$ cat config.mk
export PLATFORM = sky130hd
export DESIGN_NAME = led_breathe
export DESIGN_NICKNAME = d
export VERILOG_FILES = /design/src/rtl/led_breathe_pkg.sv /design/src/rtl/led_pwm_gen.sv /design/src/rtl/led_breathe.sv
export SDC_FILE = /design/constraint.sdc
export NUM_CORES = 1
export LEC_CHECK = 0
export CAP_MARGIN = 20
export CORE_MARGIN = 5
export CORE_UTILIZATION = 65
export DETAILED_ROUTE_END_ITERATION = 7
export HOLD_SLACK_MARGIN = 0.08
export PLACE_DENSITY = 0.87
export SLEW_MARGIN = 0
export SYNTH_ARGS = -nofsm -noshare
export SYNTH_HDL_FRONTEND = slang
export SYNTH_SLANG_ARGS = --single-unit
$ cat constraint.sdc
create_clock -name clk -period 4.2 [get_ports clk]
set_input_delay 0.42 -clock clk [delete_from_list [all_inputs] [get_ports clk]]
set_output_delay 0.42 -clock clk [all_outputs]
set_load 0.01 [all_outputs]
$ cat src/rtl/led_breathe_pkg.sv
// Shared constants and FSM state encoding for the LED breathing engine.
package led_breathe_pkg;

  localparam int DEF_PWM_BITS     = 8;
  localparam int DEF_STEP_PERIODS = 92;
  localparam int DEF_HOLD_PERIODS = 4688;

  typedef enum logic [2:0] {
    IDLE    = 3'd0,
    RAMP_UP = 3'd1,
    HOLD_HI = 3'd2,
    RAMP_DN = 3'd3,
    HOLD_LO = 3'd4
  } state_t;

  function automatic int max_int(input int a, input int b);
    return (a > b) ? a : b;
  endfunction

endpackage

$ cat src/rtl/led_pwm_gen.sv
// PWM generator: free-running period counter, per-period duty latch and
// registered compare, plus a one-clock tick after every counter wrap.
module led_pwm_gen
  import led_breathe_pkg::*;
#(
  parameter int PWM_BITS = DEF_PWM_BITS
) (
  input  logic                clk,
  input  logic                rst_n,
  input  logic                enable,
  input  logic [PWM_BITS-1:0] brightness,
  output logic                led_out,
  output logic                tick
);

  logic [PWM_BITS-1:0] pwm_cnt;
  logic [PWM_BITS-1:0] duty;
  logic                wrap;

  assign wrap = enable && (pwm_cnt == '1);

  // Duty only changes at the wrap, so a period is never cut short or stretched.
  always_ff @(posedge clk or negedge rst_n) begin
    if (!rst_n) begin
      pwm_cnt <= '0;
      duty    <= '0;
      led_out <= 1'b0;
      tick    <= 1'b0;
    end else if (!enable) begin
      pwm_cnt <= '0;
      duty    <= '0;
      led_out <= 1'b0;
      tick    <= 1'b0;
    end else begin
      pwm_cnt <= pwm_cnt + 1'b1;
      led_out <= (pwm_cnt < duty);
      tick    <= wrap;
      if (wrap) begin
        duty <= brightness;
      end
    end
  end

endmodule

$ cat src/rtl/led_breathe.sv
// Breathing LED driver: FSM ramps the PWM brightness up, holds, ramps down
// and holds, counting PWM periods; pulses cycle_done once per full breath.
module led_breathe
  import led_breathe_pkg::*;
#(
  parameter int PWM_BITS     = DEF_PWM_BITS,
  parameter int STEP_PERIODS = DEF_STEP_PERIODS,
  parameter int HOLD_PERIODS = DEF_HOLD_PERIODS
) (
  input  logic                clk,
  input  logic                rst_n,
  input  logic                enable,
  output logic                led_out,
  output logic [PWM_BITS-1:0] brightness,
  output logic                cycle_done
);

  localparam int CNT_W = $clog2(max_int(STEP_PERIODS, HOLD_PERIODS) + 1);
  localparam logic [CNT_W-1:0]    STEP_LAST  = CNT_W'(STEP_PERIODS - 1);
  localparam logic [CNT_W-1:0]    HOLD_LAST  = CNT_W'(HOLD_PERIODS - 1);
  localparam logic [PWM_BITS-1:0] BRIGHT_MAX = '1;
  localparam logic [PWM_BITS-1:0] BRIGHT_PRE = BRIGHT_MAX - 1'b1;
  localparam logic [PWM_BITS-1:0] BRIGHT_ONE = PWM_BITS'(1);

  state_t           state;
  logic [CNT_W-1:0] period_cnt;
  logic             tick;

  led_pwm_gen #(
    .PWM_BITS (PWM_BITS)
  ) u_pwm (
    .clk        (clk),
    .rst_n      (rst_n),
    .enable     (enable),
    .brightness (brightness),
    .led_out    (led_out),
    .tick       (tick)
  );

  // Reaching an end value leaves the ramp on the same tick, so no extra step is taken.
  always_ff @(posedge clk or negedge rst_n) begin
    if (!rst_n) begin
      state      <= IDLE;
      brightness <= '0;
      period_cnt <= '0;
      cycle_done <= 1'b0;
    end else begin
      cycle_done <= 1'b0;
      if (!enable) begin
        state      <= IDLE;
        brightness <= '0;
        period_cnt <= '0;
      end else begin
        case (state)
          IDLE: begin
            state      <= RAMP_UP;
            brightness <= '0;
            period_cnt <= '0;
          end
          RAMP_UP: begin
            if (tick) begin
              if (period_cnt == STEP_LAST) begin
                period_cnt <= '0;
                if (brightness != BRIGHT_MAX) begin
                  brightness <= brightness + 1'b1;
                end
                if (brightness >= BRIGHT_PRE) begin
                  state <= HOLD_HI;
                end
              end else begin
                period_cnt <= period_cnt + 1'b1;
              end
            end
          end
          HOLD_HI: begin
            if (tick) begin
              if (period_cnt == HOLD_LAST) begin
                period_cnt <= '0;
                state      <= RAMP_DN;
              end else begin
                period_cnt <= period_cnt + 1'b1;
              end
            end
          end
          RAMP_DN: begin
            if (tick) begin
              if (period_cnt == STEP_LAST) begin
                period_cnt <= '0;
                if (brightness != '0) begin
                  brightness <= brightness - 1'b1;
                end
                if (brightness <= BRIGHT_ONE) begin
                  state <= HOLD_LO;
                end
              end else begin
                period_cnt <= period_cnt + 1'b1;
              end
            end
          end
          HOLD_LO: begin
            if (tick) begin
              if (period_cnt == HOLD_LAST) begin
                period_cnt <= '0;
                state      <= RAMP_UP;
                cycle_done <= 1'b1;
              end else begin
                period_cnt <= period_cnt + 1'b1;
              end
            end
          end
          default: begin
            state      <= IDLE;
            brightness <= '0;
            period_cnt <= '0;
          end
        endcase
      end
    end
  end

endmodule

==> summary.md <==
| Metric | Value |
|---|---|
| Status | completed |
| Die area | 5520 um^2 |
| First-pass GRT wire length | 10100 um |
| DRT Pass-1 Iters | 4 |
| Vias in the first global route | 2170 |
| H-Tree Depth | 2 |
| Data required, critical path | 4400 ps |
| Register area share after synthesis | 40.0% |
| Rows | 23 |
| Clock slew at reported path FFs | 90 ps |
| Peak VDD IR | 0.255 mV |
| Initial core utilization | 67.2% |
| Diodes inserted | 0 |
| Cells after synthesis | 284 |
| Netlist Area Pre-Place | 2690 um^2 |
| Worst reg-to-reg setup slack | 1500 ps |
| Crit path max-delay cell type | a221oi_2 |
| Placed insts | 333 |
| Yosys warns | 0 |
| Gp weighted congestion | 0.879 |
| Crit. Startpoint | period_cnt[0] |
| Fin cells | 341 |
| Drc violations | 0 |
| Antenna violation net count after detailed routing | 0 |
| Mean Syn Cell Area | 9.47 um^2 |
| Placed Instance Area | 2800 um^2 |
| IO buf count | 12 |
| Final core utilization | 73.0% |
| #FFs+latches synth | 43 |
| Postcts setup bufs | 0 |
| Share of cells above drive strength 1 | 7.56% |
| Worst Tran Pin Value | 973 ps |
| Unrepaired setup endpoints after global routing | false |
| Top cell type by total area after synthesis | dfrtp_1 |
| Final hold vios | 0 |
| Num CTS Buffers | 5 |
| CTS Sinks | 43 |
| Max_cap viols | 0 |
| Sum of negative setup slack | 0 ps |
| Area delta synth->final | 8.56% |
| Die height | 74.3 um |
| Final Slew Violations | 0 |
| Clock Skews | 7.17 ps |
| Fin nets | 307 |
| Area of the core | 4000 um^2 |
| Worst-skew pair later-pin latency | 310 ps |
| Post-Route WL | 5670 um |
| Mapped Nets | 301 |
| Vias | 2134 |
| Leakage Power | 1.19 nW |
| Min Clock Period, post-route | 2700 ps |
| Remaining Overflow, GRT | 0 |
| Post_cts resized | 0 |
| CP Launch Type | register |
| Largest net degree at the start of global routing | 44 |
| P per Cell Area | 459 nW/um^2 |
| TritonCTS clock tree | done |
| Initial antenna violation count | 0 |
| Worst-path cell chain | ha_1 > nand3_1 > or3_1 > a221oi_2 > o211ai_1 > a32o_1 |
| Synth top area cells | dfrtp_1 40%, ha_1 6.5%, mux2i_1 3.4%, and2_1 3.3%, nor2b_1 3.0% |
| Cell area after layout | 2920 um^2 |
| Critical Path AT | 2890 ps |
| Drt wl/cell | 16.6 um |
| Hpwl dp | 3990 um |
| 1st-iter DRT viols | 172 |
| Slew Limit Headroom | 35.2% |
| CTS Root Cell | clkbuf_8 |
| Most used DFF post-synth | dfrtp_1 |
| Worst hold path class | in2async |
| Count of cell types in the netlist | 50 |
| Total track usage | 23.6% |
| Max Fclk | 371 MHz |
| Worst reg2reg startpoint | period_cnt[0] |
| Die X-Extent | 74.3 um |
| Number of vias per cell | 6.26 |
| Post-synth EDFFs | 0 |
| Tcrit/Tclk final | 64.2% |
| # IOs | 13 |
| Synth top area share | 40.0% |
| WS Path Type | reg2reg |
| Share of flip-flops with an asynchronous set or reset | 100% |
| Clock Path Buffers | 2 |
| Kind of end point of the critical path | register |
| Final setup violation count | 0 |
| CTS Hold Bufs | 0 |
| CP max stage delay | 800 ps |
| Critical Path Fanout Max | 14 |
## state kept, by name (all words and copies together) (netlist names)
signal,cells
brightness,8
cycle_done,1
period_cnt,13
state,3
u_pwm.duty,8
u_pwm.led_out,1
u_pwm.pwm_cnt,8
u_pwm.tick,1
## synth_stat cells, types with 3 or more instances
cell      instances
inv_1            11
a31oi_1           3
dfrtp_1          43
or3_1             7
ha_1             14
o31ai_1           5
nand3_1          13
o31ai_2           3
nor2_1           17
nor3_1            9
xor2_1            4
and2_1           14
xnor2_1           9
nor3b_1           4
buf_2             5
nand4_1           3
clkbuf_1          7
mux2i_1           9
and3_1            5
o21ai_0          16
nand2b_1          3
nor2b_1          13
buf_6             3
a21oi_1          12
nand2_1          20
## worst max-delay path: cells and delay by family, from the launching register on
| kind | cells | cell delay [ps] |
|---|---|---|
| AND/OR/NAND/NOR | 2 | 680 |
| AO/OA/AOI/OAI | 3 | 1230 |
| adder cells (fa/ha/maj) | 1 | 250 |
| flip-flops | 1 | 420 |
## metal layers
layer | GRT usage (%) | wire [um] | vias to the layer above
met1 | 29.4 | 2430 | 1025
met2 | 39.5 | 2820 | 60
li1 | - | - | 1030
met3 | 4.59 | 257 | 19
met4 | 11.7 | 167 | 0
met5 | 0 | 0 | -
## cells by family (layout without fill, tap and decap cells)
group | count (synthesis) | after routing | share of synthesized area [%]
compound gates | 59 | 59 | 16.1
xor+xnor | 13 | 13 | 4.23
fa+ha+maj | 14 | 14 | 6.51
buf+inv | 26 | 33 | 4.70
flops | 43 | 43 | 40.0
mux | 9 | 9 | 3.35
simple gates | 120 | 120 | 25.0
## where the power goes
part | switching, mW | total, mW | internal [mW]
Combinational | 0.263 | 0.454 | 0.190
Clock | 0.157 | 0.338 | 0.180
Sequential | 0.0961 | 0.548 | 0.452
## final timing paths
| path | endpoint | depth (start not counted) |
|---|---|---|
| hold reg to reg | u_pwm.pwm_cnt[0] | 1 |
| setup reg to reg | state[0] | 6 |
| max in group asynchronous | brightness[6] | 1 |
| setup / recovery | state[0] | 6 |
| min in group clk | u_pwm.pwm_cnt[0] | 1 |
| hold / removal | period_cnt[0] | 1 |
## metrics by stage
stage	setup WS (ps)	total power [mW]	hold WS, ps
2_1_floorplan	2140	0.894	124
3_3_place_gp	1490	0.982	466
3_5_place_dp	1440	1.00	476
4_1_cts	1510	1.34	293
5_1_grt	1280	1.43	339
6_report	1500	1.34	254
## cell usage in the layout (no fill, tap or decap), types with 5 or more instances in the layout
| cell | Yosys | final |
|---|---|---|
| mux2i_1 | 9 | 9 |
| inv_1 | 11 | 11 |
| a21oi_1 | 12 | 12 |
| o21ai_0 | 16 | 16 |
| nand2_1 | 20 | 20 |
| ha_1 | 14 | 14 |
| and3_1 | 5 | 5 |
| clkdlybuf4s50_1 | 0 | 11 |
| nand3_1 | 13 | 13 |
| clkbuf_8 | 0 | 5 |
| or3_1 | 7 | 7 |
| dfrtp_1 | 43 | 43 |
| xnor2_1 | 9 | 9 |
| nor3_1 | 9 | 9 |
| and2_1 | 14 | 14 |
| nor2b_1 | 13 | 13 |
| nor2_1 | 17 | 17 |
| o31ai_1 | 5 | 5 |
## cell type report
type                    instances  area [um^2]
fillers                       298         1080
inverters                      11         41.3
flip-flops and latches         43         1080
repair buffers                 14          130
clock buffers                   5         68.8
well taps                      50         62.6
multi-input cells             215         1490
clock inverters                 3         47.5
Power figures use the tool's default switching activity.
